===== config.mk =====
export PLATFORM = sky130hd
export DESIGN_NAME = intersection_request_scheduler_flat
export DESIGN_NICKNAME = d
export VERILOG_FILES = /design/src/rtl/intersection_request_scheduler_if.sv /design/src/rtl/intersection_request_scheduler.sv /design/src/flat_wrapper.sv
export SDC_FILE = /design/constraint.sdc
export NUM_CORES = 1
export LEC_CHECK = 0
export ABC_AREA = 1
export BUFFER_PORTS_ARGS = -buffer_cell sky130_fd_sc_hd__buf_2
export CORE_UTILIZATION = 50
export CTS_BUF_LIST = sky130_fd_sc_hd__clkbuf_4
export CTS_CLUSTER_DIAMETER = 60
export CTS_CLUSTER_SIZE = 40
export DETAILED_ROUTE_END_ITERATION = 8
export PLACE_DENSITY = 0.68
export RECOVER_POWER = 100
export SETUP_SLACK_MARGIN = 0.15
export SLEW_MARGIN = 10
export SYNTH_ARGS = -nofsm -noshare
export SYNTH_HDL_FRONTEND = slang
export SYNTH_SLANG_ARGS = --single-unit

===== constraint.sdc =====
create_clock -name clk -period 2.45 [get_ports clk]
set_clock_uncertainty 0.1 [all_clocks]
set_input_delay 0.245 -clock clk [delete_from_list [all_inputs] [get_ports clk]]
set_output_delay 0.245 -clock clk [all_outputs]
set_load 0.1 [all_outputs]

===== src/rtl/intersection_request_scheduler_if.sv =====
// Bundle of field request, controller status and scheduler command signals
// between the intersection controller and the request scheduler.
interface intersection_request_scheduler_if;
    logic [1:0] ped_req;
    logic [1:0] emv_req;
    logic [1:0] active_phase;
    logic       yellow;
    logic       all_red;
    logic       preempt;
    logic       preempt_phase;
    logic       hold_green;
    logic [1:0] ped_pending;
    logic [1:0] ped_walk;
    logic [1:0] ped_flash;
    logic       emv_timeout;

    modport slave (
        input  ped_req, emv_req, active_phase, yellow, all_red,
        output preempt, preempt_phase, hold_green, ped_pending, ped_walk, ped_flash, emv_timeout
    );

    modport master (
        output ped_req, emv_req, active_phase, yellow, all_red,
        input  preempt, preempt_phase, hold_green, ped_pending, ped_walk, ped_flash, emv_timeout
    );
endinterface


===== src/rtl/intersection_request_scheduler.sv =====
// Schedules pedestrian WALK/FLASH service and emergency-vehicle preemption
// against the traffic controller's signal cycle; all outputs are registered.
module intersection_request_scheduler #(
    parameter int unsigned WALK_TICKS    = 700,
    parameter int unsigned FLASH_TICKS   = 500,
    parameter int unsigned EMV_MIN_TICKS = 500,
    parameter int unsigned EMV_MAX_TICKS = 6000
) (
    input  logic                            clk,
    input  logic                            rst_n,
    intersection_request_scheduler_if.slave bus
);

    typedef enum logic [2:0] {
        S_IDLE, S_WALK, S_FLASH, S_EMV_SEEK, S_EMV_HOLD, S_EMV_LOCK
    } state_t;

    // Down-counter is loaded with duration-1 so a phase lasts exactly its tick count.
    localparam logic [15:0] WALK_LOAD  = 16'(WALK_TICKS - 1);
    localparam logic [15:0] FLASH_LOAD = 16'(FLASH_TICKS - 1);
    localparam logic [15:0] MIN_LOAD   = 16'(EMV_MIN_TICKS - 1);
    localparam logic [15:0] EMV_MAX    = 16'(EMV_MAX_TICKS);

    state_t      state_q, state_d;
    logic [15:0] cnt_q, cnt_d;
    logic [15:0] pcnt_q, pcnt_d;
    logic        walk_p_q, walk_p_d;
    logic        target_q, target_d;
    logic [1:0]  green_q, green_d;
    logic [1:0]  pending_q, pending_d;
    logic        timeout_q, timeout_d;
    logic [1:0]  walk_q, walk_d;
    logic [1:0]  flash_q, flash_d;
    logic        hold_q, hold_d;
    logic        preempt_q, preempt_d;
    logic        pphase_q, pphase_d;

    logic [1:0]  green_rise;
    logic [1:0]  ped_clr;
    logic        cnt_done, pcnt_max, emv_any, emv_sel, seek_entry, in_preempt;

    assign green_d[0] = (bus.active_phase == 2'd0) && !bus.yellow && !bus.all_red;
    assign green_d[1] = (bus.active_phase == 2'd1) && !bus.yellow && !bus.all_red;
    assign green_rise = green_d & ~green_q;
    assign cnt_done   = (cnt_q == 16'd0);
    assign pcnt_max   = (pcnt_q >= EMV_MAX);
    assign emv_any    = |bus.emv_req;
    assign emv_sel    = !bus.emv_req[0];

    always_ff @(posedge clk or negedge rst_n) begin
        if (!rst_n) state_q <= S_IDLE;
        else        state_q <= state_d;
    end

    always_comb begin
        state_d   = state_q;
        walk_p_d  = walk_p_q;
        target_d  = target_q;
        ped_clr   = 2'b00;
        timeout_d = timeout_q;
        case (state_q)
            S_IDLE: begin
                if (emv_any) begin
                    state_d  = S_EMV_SEEK;
                    target_d = emv_sel;
                end else if (green_rise[0] && pending_q[0]) begin
                    state_d    = S_WALK;
                    walk_p_d   = 1'b0;
                    ped_clr[0] = 1'b1;
                end else if (green_rise[1] && pending_q[1]) begin
                    state_d    = S_WALK;
                    walk_p_d   = 1'b1;
                    ped_clr[1] = 1'b1;
                end
            end
            S_WALK: begin
                if (emv_any || cnt_done) state_d = S_FLASH;
            end
            S_FLASH: begin
                if (cnt_done) begin
                    if (emv_any) begin
                        state_d  = S_EMV_SEEK;
                        target_d = emv_sel;
                    end else begin
                        state_d = S_IDLE;
                    end
                end
            end
            S_EMV_SEEK: begin
                if (pcnt_max) begin
                    state_d   = S_EMV_LOCK;
                    timeout_d = 1'b1;
                end else if (!bus.emv_req[target_q]) begin
                    // Vehicle withdrew before arrival: chase the other approach if present.
                    if (bus.emv_req[~target_q]) target_d = ~target_q;
                    else                        state_d  = S_IDLE;
                end else if (green_d[target_q]) begin
                    state_d = S_EMV_HOLD;
                end
            end
            S_EMV_HOLD: begin
                if (pcnt_max) begin
                    state_d   = S_EMV_LOCK;
                    timeout_d = 1'b1;
                end else if (!bus.emv_req[target_q] && cnt_done) begin
                    state_d = S_IDLE;
                end
            end
            S_EMV_LOCK: begin
                if (!emv_any) state_d = S_IDLE;
            end
            default: state_d = S_IDLE;
        endcase
    end

    // pcnt holds the number of preemption cycles including the current one.
    always_comb begin
        in_preempt = (state_d == S_EMV_SEEK) || (state_d == S_EMV_HOLD);
        seek_entry = (state_d == S_EMV_SEEK) &&
                     ((state_q != S_EMV_SEEK) || (target_d != target_q));
        cnt_d = cnt_q;
        if (state_d == S_WALK && state_q != S_WALK)              cnt_d = WALK_LOAD;
        else if (state_d == S_FLASH && state_q != S_FLASH)       cnt_d = FLASH_LOAD;
        else if (state_d == S_EMV_HOLD && state_q != S_EMV_HOLD) cnt_d = MIN_LOAD;
        else if (!cnt_done)                                      cnt_d = cnt_q - 16'd1;
        pcnt_d = 16'd0;
        if (seek_entry)                         pcnt_d = 16'd1;
        else if (in_preempt && pcnt_q != 16'hFFFF) pcnt_d = pcnt_q + 16'd1;
        else if (in_preempt)                    pcnt_d = pcnt_q;
        pending_d = (pending_q & ~ped_clr) | bus.ped_req;
    end

    always_comb begin
        walk_d    = 2'b00;
        flash_d   = 2'b00;
        hold_d    = 1'b0;
        preempt_d = 1'b0;
        pphase_d  = 1'b0;
        case (state_d)
            S_WALK: begin
                walk_d[walk_p_d] = 1'b1;
                hold_d           = 1'b1;
            end
            S_FLASH: begin
                flash_d[walk_p_d] = 1'b1;
                hold_d            = 1'b1;
            end
            S_EMV_SEEK: begin
                preempt_d = 1'b1;
                pphase_d  = target_d;
            end
            S_EMV_HOLD: begin
                preempt_d = 1'b1;
                pphase_d  = target_d;
                hold_d    = 1'b1;
            end
            default: ;
        endcase
    end

    always_ff @(posedge clk or negedge rst_n) begin
        if (!rst_n) begin
            cnt_q     <= 16'd0;
            pcnt_q    <= 16'd0;
            walk_p_q  <= 1'b0;
            target_q  <= 1'b0;
            green_q   <= 2'b00;
            pending_q <= 2'b00;
            timeout_q <= 1'b0;
            walk_q    <= 2'b00;
            flash_q   <= 2'b00;
            hold_q    <= 1'b0;
            preempt_q <= 1'b0;
            pphase_q  <= 1'b0;
        end else begin
            cnt_q     <= cnt_d;
            pcnt_q    <= pcnt_d;
            walk_p_q  <= walk_p_d;
            target_q  <= target_d;
            green_q   <= green_d;
            pending_q <= pending_d;
            timeout_q <= timeout_d;
            walk_q    <= walk_d;
            flash_q   <= flash_d;
            hold_q    <= hold_d;
            preempt_q <= preempt_d;
            pphase_q  <= pphase_d;
        end
    end

    assign bus.preempt       = preempt_q;
    assign bus.preempt_phase = pphase_q;
    assign bus.hold_green    = hold_q;
    assign bus.ped_pending   = pending_q;
    assign bus.ped_walk      = walk_q;
    assign bus.ped_flash     = flash_q;
    assign bus.emv_timeout   = timeout_q;

endmodule


===== src/flat_wrapper.sv =====
// flat-port wrapper written by rule: the top's interface ports become plain ports
module intersection_request_scheduler_flat 
#(
    parameter int unsigned WALK_TICKS    = 700,
    parameter int unsigned FLASH_TICKS   = 500,
    parameter int unsigned EMV_MIN_TICKS = 500,
    parameter int unsigned EMV_MAX_TICKS = 6000
)
  (clk, rst_n, bus_ped_req, bus_emv_req, bus_active_phase, bus_yellow, bus_all_red, bus_preempt, bus_preempt_phase, bus_hold_green, bus_ped_pending, bus_ped_walk, bus_ped_flash, bus_emv_timeout);
  intersection_request_scheduler_if bus_i ();
  input  logic clk;
  input  logic rst_n;
  input wire logic [$bits(bus_i.ped_req)-1:0] bus_ped_req;
  input wire logic [$bits(bus_i.emv_req)-1:0] bus_emv_req;
  input wire logic [$bits(bus_i.active_phase)-1:0] bus_active_phase;
  input wire logic [$bits(bus_i.yellow)-1:0] bus_yellow;
  input wire logic [$bits(bus_i.all_red)-1:0] bus_all_red;
  output wire logic [$bits(bus_i.preempt)-1:0] bus_preempt;
  output wire logic [$bits(bus_i.preempt_phase)-1:0] bus_preempt_phase;
  output wire logic [$bits(bus_i.hold_green)-1:0] bus_hold_green;
  output wire logic [$bits(bus_i.ped_pending)-1:0] bus_ped_pending;
  output wire logic [$bits(bus_i.ped_walk)-1:0] bus_ped_walk;
  output wire logic [$bits(bus_i.ped_flash)-1:0] bus_ped_flash;
  output wire logic [$bits(bus_i.emv_timeout)-1:0] bus_emv_timeout;
  assign bus_i.ped_req = bus_ped_req;
  assign bus_i.emv_req = bus_emv_req;
  assign bus_i.active_phase = bus_active_phase;
  assign bus_i.yellow = bus_yellow;
  assign bus_i.all_red = bus_all_red;
  assign bus_preempt = bus_i.preempt;
  assign bus_preempt_phase = bus_i.preempt_phase;
  assign bus_hold_green = bus_i.hold_green;
  assign bus_ped_pending = bus_i.ped_pending;
  assign bus_ped_walk = bus_i.ped_walk;
  assign bus_ped_flash = bus_i.ped_flash;
  assign bus_emv_timeout = bus_i.emv_timeout;
  intersection_request_scheduler #(.WALK_TICKS(WALK_TICKS), .FLASH_TICKS(FLASH_TICKS), .EMV_MIN_TICKS(EMV_MIN_TICKS), .EMV_MAX_TICKS(EMV_MAX_TICKS)) u_core (.clk(clk), .rst_n(rst_n), .bus(bus_i));
endmodule

==> results.yml, run 1 <==
status:
  outcome: "finished with violations"
  violations: "max-capacitance violations, max-slew violations"
route:
  firstDrtPassIters: 5
  vias_per_cell: 5.089
  drt_wl_total_mm: 6.224
  routedWlPerCell_um: 12.83
  drc: 0
  ant_nets: 0
  via_count: 2468
  drtIter0Drc: 159
hold_path:
  hp-class: "in2reg"
sta:
  hold_ws_ps: 22.32
  tns_ps: 0
  max_slew_margin: -0.01932
  hold_viol_final: 0
  tightest_slew_ps: 1529
  setup_viol_count_final: 0
  rsz0062_at_grt: "false"
  final_max_slew_viol_count: 29
  max_freq_mhz: 440.3
  min_period_ps: 2271
  finalCritPeriodShare: 0.9269
layout:
  diodes: 0
  fin_nets: 425
  finalNonFillerCells: 485
  layout_common_cells: "nand2_1, inv_1, dfrtp_1"
  final_common_cell: "nand2_1"
  area_growth_pct: 10.95
  drive_above_1_share: 0.1985
logic_synthesis:
  synth_cells: 378
  synth_area_mm2: 0.002972
  yosys.cell_types.count: 31
  ys_seq_area_frac: 0.4126
  ys_ff_latch: 49
  post_synth.cell_area_avg_um2: 7.861
  ys_warn_count: 0
clock_tree:
  clk_latency_ps: 380
  cts_sinks: 49
  clkTransAtPathRegs_ps: 150
  numCtsBuffers: 5
  clk_path_buf_depth: 2
  htreeDepth: 2
  cts_root_buf: "clkbuf_4"
  cts_tree: "yes"
placed_design:
  hpwl_mm: 4.417
  io_buffers: 19
  gp_congestion: 0.9421
  dp_cells: 469
global_route:
  grt.total_usage: 0.2127
  grt_pass1_vias: 2282
  overflow: 0
  grt_start_max_net_pins: 29
  grt_pass1_wl_mm: 10.28
  antenna_found_initial: 0
floorplan:
  row_count: 27
  initial_core_util: 0.5299
  die_y_um: 79.09
  coreArea_mm2: 0.005608
  die_w_um: 79.09
  dieArea_mm2: 0.006255
  top_level_ports: 20
power:
  seqPwrFrac: 0.298
  internal_power_mw: 1.765
  p_clk_frac: 0.100
  p_leak_nw: 1.649
  pwr-share-comb: 0.602
  p_sw_mw: 2.059
  irDropWorstVdd_mv: 0.5393
  switching_share: 0.5384
  p_per_area_mw_per_mm2: 1160
setup_path:
  crit_path_end_kind: "register"
  cp_max_fo: 4
  arrival_ps: 2410
  crit_required_ps: 2590
  start_kind: "register"
  crit_type: "reg2reg"
run:
  drv_cap: 1
## registers in the layout, summed over array words and instances (netlist names)
signal                    count
u_core.bus.ped_flash          2
u_core.bus.preempt_phase      1
u_core.bus.ped_pending        2
u_core.walk_p_q               1
u_core.state_q                3
u_core.green_q                2
u_core.cnt_q                 16
u_core.bus.emv_timeout        1
u_core.pcnt_q                16
u_core.target_q               1
u_core.bus.ped_walk           2
u_core.bus.preempt            1
u_core.bus.hold_green         1
## critical path: stages (launching register included)
cell	delay, ps
dfrtp_1	430
inv_1	70
ha_2	190
nand2_1	170
nor2_4	170
nand2_2	80
nand3_1	90
nand2_2	90
nor3_4	240
nand3_2	120
nand2_2	150
buf_4	140
o21ai_0	90
## cell type report
cell class / count / area (um^2)
timing repair buffer: 30 / 167.7
tap: 72 / 90.09
multi-input combinational: 263 / 1518
clock inverter: 2 / 10.01
sequential: 49 / 1227
inverter: 63 / 239.0
fill: 519 / 2311
clock buffer: 6 / 45.04
## final timing paths
| kind | from | end | slack (ps) | depth (start not counted) |
|---|---|---|---|---|
| min | bus_all_red | u_core.green_q[1]$_DFF_PN0_ | 20 | 4 |
| max in group asynchronous | rst_n | u_core.bus.hold_green$_DFF_PN0_ | 580 | 3 |
| min in group asynchronous | rst_n | u_core.state_q[2]$_DFF_PN0_ | 620 | 3 |
| max | u_core.cnt_q[1]$_DFFE_PN0P_ | u_core.cnt_q[3]$_DFFE_PN0P_ | 180 | 12 |
| min reg2reg | u_core.bus.emv_timeout$_DFFE_PN0P_ | u_core.bus.emv_timeout$_DFFE_PN0P_ | 380 | 2 |
| max reg2reg | u_core.cnt_q[1]$_DFFE_PN0P_ | u_core.cnt_q[3]$_DFFE_PN0P_ | 180 | 12 |
## kinds of logic after synthesis
family / share of synthesized area
AND/OR/NAND/NOR: 0.3495
XOR/XNOR: 0.06484
AO/OA/AOI/OAI: 0.06400
buffers and inverters: 0.09515
other: 0.001262
flip-flops: 0.4126
adder cells (fa/ha/maj): 0.01263
## synthesized netlist by cell type (all sizes together)
cell	instances	share of area
o22ai	1	0.0021
xnor2	8	0.024
nor2	61	0.093
ha	3	0.013
nand4	9	0.021
buf	5	0.016
clkinv	1	0.0013
a21oi	18	0.044
nand3	53	0.11
dfrtp	49	0.41
inv	62	0.078
o21ai	6	0.010
xor2	14	0.041
conb	1	0.0013
o21bai	2	0.0051
nand2	77	0.11
nor3	7	0.015
o21a	1	0.0025
## stage by stage
| stage | area (um^2) | worst slack [ps] | power (mW) | util |
|---|---|---|---|---|
| 2_1_floorplan | 2979 | 283.3 | 2.794 | - |
| 3_3_place_gp | 3141 | 291.6 | 3.069 | 0.5600 |
| 3_5_place_dp | 3141 | 233.6 | 3.101 | 0.5600 |
| 4_1_cts | 3226 | 172.0 | 3.494 | 0.5752 |
| 5_1_grt | 3297 | 41.69 | 4.094 | 0.5879 |
| 6_report | 3297 | 179.0 | 3.825 | 0.5879 |
## per-layer routing
layer	vias up	global-route usage	share of wire
met3	15	0.02989	0.040
met5	-	0	0
met2	57	0.3448	0.46
met1	1147	0.2886	0.49
li1	1249	-	-
met4	0	0.08000	0.016
## power by group through the flow
stage	sequential, mW	clock [mW]	combinational (mW)
CTS	1.13	0.396	1.97
detailed placement	1.14	0	1.96
floorplan	1.38	0	1.41
global placement	1.14	0	1.93
finish	1.14	0.383	2.30
global route	1.16	0.423	2.51
## timing repair
item / in CTS / in global routing
hold endpoints to repair: 51 / 0
resized for setup: 0 / 18
buffers inserted: 0 / 5
hold buffers: 3 / 0
setup endpoints to repair: 0 / 28
No activity file was read; power rests on OpenSTA's default activity.
==> inputs of run 2 (changes only) <==
--- a/config.mk
+++ b/config.mk
@@ -7,12 +7,11 @@
 export LEC_CHECK = 0
 export ABC_AREA = 1
 export BUFFER_PORTS_ARGS = -buffer_cell sky130_fd_sc_hd__buf_2
-export CORE_UTILIZATION = 50
+export CORE_UTILIZATION = 35
 export CTS_BUF_LIST = sky130_fd_sc_hd__clkbuf_4
 export CTS_CLUSTER_DIAMETER = 60
 export CTS_CLUSTER_SIZE = 40
 export DETAILED_ROUTE_END_ITERATION = 8
-export PLACE_DENSITY = 0.68
 export RECOVER_POWER = 100
 export SETUP_SLACK_MARGIN = 0.15
 export SLEW_MARGIN = 10
==> run 2 against run 1 <==
Against the previous run:
- the flow still finishes with violations (max-capacitance violations, max-slew violations)
- wire length fell by 2.2%
- combinational power fell by 13%
- first-iteration DRC count fell by 19%
- power fell by 7.8%
- clock-buffer cell count did not move
- sequential power barely moved
- via count fell by 3.2%
- fmax rose by 4.7%
- die area rose by 42%
- flip-flop and latch count did not move
- register-to-register slack improved by 100 ps
- critical path type unchanged
- largest power group unchanged
==> results.yml, run 2 (synthesis gave the netlist of run 1 again) <==
clock_tree:
  clkTransAtPathRegs_ps: 150
  clk_path_buf_depth: 2
  numCtsBuffers: 5
  cts_sinks: 49
  cts_root_buf: "clkbuf_4"
  htreeDepth: 2
  clk_latency_ps: 370
  cts_tree: "yes"
status:
  violations: "max-capacitance violations, max-slew violations"
  outcome: "finished with violations"
layout:
  layout_common_cells: "nand2_1, inv_1, dfrtp_1"
  top_regs: "u_core.cnt_q x16, u_core.pcnt_q x16, u_core.state_q x3"
  fin_nets: 422
  final_common_cell: "nand2_1"
  diodes: 0
  post-route-util: 0.3996
  final_area_mm2: 0.003283
  area_growth_pct: 10.48
  drive_above_1_share: 0.1854
  fill_cells: 841
  finalNonFillerCells: 515
floorplan:
  die_w_um: 94.14
  initial_core_util: 0.3617
  coreArea_mm2: 0.008217
  top_level_ports: 20
  row_count: 33
  dieArea_mm2: 0.008862
  die_y_um: 94.14
route:
  drt_wl_total_mm: 6.084
  firstDrtPassIters: 4
  routedWlPerCell_um: 11.81
  drc: 0
  vias_per_cell: 4.637
  drtIter0Drc: 129
  ant_nets: 0
  via_count: 2388
sta:
  tns_ps: 0
  max_slew_margin: -0.07238
  hold_viol_final: 0
  max_freq_mhz: 460.9
  finalCritPeriodShare: 0.8856
  setup_viol_count_final: 0
  worst_slack_ps: 280.3
  tightest_slew_ps: 1609
  min_period_ps: 2170
  rsz0062_at_grt: "false"
  hold_ws_ps: 22.51
  final_max_slew_viol_count: 31
placed_design:
  place_ws_ps: 225.7
  dp_cells: 502
  io_buffers: 19
  hpwl_mm: 4.571
  gp_congestion: 0.9610
  placed_cell_area_mm2: 0.003182
power:
  irDropWorstVdd_mv: 0.3440
  finalPower_mw: 3.527
  p_leak_nw: 1.632
  p_per_area_mw_per_mm2: 1074
run:
  drv_cap: 1
global_route:
  grt_start_max_net_pins: 31
  grt.total_usage: 0.1491
  overflow: 0
  grt_pass1_vias: 2279
  antenna_found_initial: 0
  grt_pass1_wl_mm: 10.29
setup_path:
  start_kind: "register"
  crit_type: "reg2reg"
  crit_path_end_kind: "register"
  arrival_ps: 2320
  rrSetupSlack_ps: 280
  crit_required_ps: 2600
  cp_max_fo: 5
hold_path:
  hp-class: "in2reg"
==> run 2: cell types whose count changed in the layout (fill, tap and decap cells not counted), moves of 2 or more <==
cell	before	now
clkinv_2	2	0
clkbuf_1	13	11
clkbuf_2	0	2
nand3_2	11	7
nand3_1	39	44
clkinvlp_4	0	2
==> run 2: what timing repair did <==
action	CTS	global route
setup endpoints to repair	0	28
resized for setup	0	11
buffers inserted	0	2
hold buffers	3	0
hold endpoints to repair	30	0
==> run 2: per-layer routing <==
| layer | global-route usage | share of wire | vias up |
|---|---|---|---|
| met2 | 0.2325 | 0.45 | 39 |
| met5 | 0 | 0 | - |
| met1 | 0.2081 | 0.51 | 1098 |
| met4 | 0.04487 | 0.014 | 0 |
| met3 | 0.02751 | 0.026 | 7 |
| li1 | - | - | 1244 |
==> run 2: report_power, final <==
| part | internal [mW] | leakage (nW) | switching (mW) |
|---|---|---|---|
| logic | 0.515 | 0.991 | 1.48 |
| clock network | 0.124 | 0.0279 | 0.274 |
| registers | 0.986 | 0.613 | 0.149 |
| total | 1.62 | 1.63 | 1.90 |
==> run 2: final cells by class <==
class                           count  area, um^2  share of cell area
Tap cell                          105       131.4             0.04002
Clock buffer                        6       45.04             0.01372
Clock inverter                      2       15.01            0.004573
Timing Repair Buffer               27       143.9             0.04383
Sequential cell                    49        1226              0.3735
Multi-Input combinational cell    263        1485              0.4524
Inverter                           63       236.5             0.07203
==> run 2: critical path, cell delays in order, from the launching register on <==
cell	delay, ps
dfrtp_1	450
nor2_1	250
nand2_1	150
nor2_4	160
nand2_2	80
nand3_1	90
nand2_2	90
inv_2	70
nand3_2	120
nand3_2	130
nor2_1	60
nor2_2	220
nand2_1	90
==> run 2: final timing paths <==
path | start | to | cells past startpoint
worst max-delay path | u_core.cnt_q[6]$_DFFE_PN0P_ | u_core.cnt_q[5]$_DFFE_PN0P_ | 12
worst min-delay path | bus_all_red | u_core.green_q[1]$_DFF_PN0_ | 4
max in group asynchronous | rst_n | u_core.bus.emv_timeout$_DFFE_PN0P_ | 3
worst max register to register | u_core.cnt_q[6]$_DFFE_PN0P_ | u_core.cnt_q[5]$_DFFE_PN0P_ | 12
worst min register to register | u_core.bus.emv_timeout$_DFFE_PN0P_ | u_core.bus.emv_timeout$_DFFE_PN0P_ | 2
min in group asynchronous | rst_n | u_core.pcnt_q[7]$_DFFE_PN0P_ | 2
==> inputs of run 3 (changes only) <==
--- a/config.mk
+++ b/config.mk
@@ -12,6 +12,7 @@
 export CTS_CLUSTER_DIAMETER = 60
 export CTS_CLUSTER_SIZE = 40
 export DETAILED_ROUTE_END_ITERATION = 8
+export GPL_TIMING_DRIVEN = 0
 export RECOVER_POWER = 100
 export SETUP_SLACK_MARGIN = 0.15
 export SLEW_MARGIN = 10
==> run 3 against run 2 <==
Against the previous run:
- the flow finishes with violations (negative hold slack)
- critical path depth is the same
- via count increased by 1.3%
- non-clock buffer count grew 7
- flip-flop and latch count did not move
- power grew 8.2%
- critical path type unchanged
==> results.yml, run 3 (synthesis gave the netlist of run 1 again) <==
placed_design:
  placed_cell_area_mm2: 0.003206
  hpwl_mm: 4.376
  dp_cells: 504
  gp_congestion: 0.9368
  io_buffers: 19
route:
  wl_met2_mm: 2.602
  drc: 0
  highest_layer: "met4"
  drt_wl_total_mm: 6.029
  vias_per_cell: 4.641
  routedWlPerCell_um: 11.57
  firstDrtPassIters: 4
  drtIter0Drc: 97
  ant_nets: 0
  wl_met1_mm: 3.162
  met3_length_um: 180
  via_count: 2418
clock_tree:
  cts_root_buf: "clkbuf_4"
  cts_tree: "yes"
  htreeDepth: 2
  numCtsBuffers: 5
  clk_path_buf_depth: 2
  cts_sinks: 49
  clkTransAtPathRegs_ps: 150
  clk_latency_ps: 370
hold_path:
  hp-class: "in2async"
setup_path:
  cp_max_fo: 7
  cp_slowest_cell: "dfrtp_1"
  crit_path_end_kind: "register"
  slowest_delay_ps: 390
  arrival_ps: 2370
  crit_required_ps: 2630
  start_kind: "register"
  crit_type: "reg2reg"
  startpoint: "u_core.cnt_q[0]$_DFFE_PN0P_"
  timing.rr.start: "u_core.cnt_q[0]$_DFFE_PN0P_"
  crit_chain: "inv_1 -> ha_1 -> nand3_1 -> nor2_1 -> nand3_1 -> nand2_1 -> nand4_2 -> clkinv_1 -> nand4_1 -> buf_4 -> nand2_4 -> nor2_1"
layout:
  top_regs: "u_core.cnt_q x16, u_core.pcnt_q x16, u_core.state_q x3"
  diodes: 0
  final_area_mm2: 0.003385
  fin_nets: 429
  finalNonFillerCells: 521
  drive_above_1_share: 0.2115
  fill_cells: 850
  final_common_cell: "nand2_1"
  post-route-util: 0.4119
  multiInputGateArea_mm2: 0.001505
  layout_common_cells: "nand2_1, inv_1, dfrtp_1"
  area_growth_pct: 13.89
  seqCellArea_mm2: 0.001226
global_route:
  overflow: 0
  antenna_found_initial: 0
  grt_pass1_wl_mm: 10.21
  grt_pass1_vias: 2236
  grt_start_max_net_pins: 50
  grt.total_usage: 0.1460
floorplan:
  top_level_ports: 20
  coreArea_mm2: 0.008217
  die_w_um: 94.14
  row_count: 33
  dieArea_mm2: 0.008862
  initial_core_util: 0.3617
  die_y_um: 94.14
status:
  outcome: "finished with violations"
  violations: "negative hold slack"
power:
  irDropWorstVdd_mv: 0.5160
  finalPower_mw: 3.818
  p_per_area_mw_per_mm2: 1128
  p_leak_nw: 1.683
sta:
  hold_viol_final: 7
  hold_ws_ps: -6.598
  max_slew_margin: 0.1917
  min_period_ps: 2188
  tns_ps: 0
  max_freq_mhz: 457.0
  rsz0062_at_grt: "false"
  final_max_slew_viol_count: 0
  setup_viol_count_final: 0
  tightest_slew_ps: 1212
  finalCritPeriodShare: 0.8931
run:
  drv_cap: 0
run 3: cell types whose count changed in the layout (fill, tap and decap cells not counted), moves of 2 or more:
cell	change
a21oi_1	+2
clkinvlp_4	-2
buf_4	+6
buf_6	+2
nand3_1	-6
a21oi_2	-3
nand3_2	+7
run 3: cell type report:
class / instances / area share
multi-input combinational: 263 / 0.4447
sequential: 49 / 0.3623
inverter: 63 / 0.06987
timing repair buffer: 29 / 0.04806
tap: 105 / 0.03882
buffer: 5 / 0.01479
clock buffer: 5 / 0.01109
clock inverter: 2 / 0.01035
run 3: critical path, delay by kind of cell, from the launching register on:
kind,cells,cell delay (ps)
adders and majority gates,1,230
buffers and inverters,3,410
DFF,1,390
and+or+nand+nor,8,980
run 3: worst paths after layout:
kind                                                       to  slack, ps  cells after the start
max                              u_core.cnt_q[10]$_DFFE_PN0P_        260                     12
min                              u_core.bus.preempt$_DFF_PN0_         -7                      1
max reg2reg                      u_core.cnt_q[10]$_DFFE_PN0P_        260                     12
min reg2reg                u_core.bus.emv_timeout$_DFFE_PN0P_        390                      2
max in group asynchronous         u_core.cnt_q[1]$_DFFE_PN0P_       1510                      1
min in group clk                  u_core.green_q[1]$_DFF_PN0_         30                      4
run 3: timing repair:
action                                 in CTS  in global routing
endpoints found under the hold margin       2                  0
resized for setup                           0                 15
setup endpoints to repair                   0                 28
setup buffers                               0                  8
hold buffers                                2                  0
run 3: through the flow:
stage               hold WS, ps  setup slack (ps)
CTS                       7.460             161.5
global placement          343.4             177.8
floorplan                -150.6             283.3
detailed placement        348.4             195.4
global route              44.89             83.57
finish                   -6.598             261.9
run 3: power by group:
| group | leakage, nW | internal [mW] | switching (mW) |
|---|---|---|---|
| logic | 1.03 | 0.664 | 1.57 |
| registers | 0.613 | 0.986 | 0.127 |
| clock network | 0.0410 | 0.208 | 0.266 |
| total | 1.68 | 1.86 | 1.96 |
run 3: metal layers:
layer,track usage,vias to the layer above
met1,0.2124,1116
met3,0.02104,7
met5,0,-
met2,0.2192,41
met4,0.04872,0
li1,-,1254
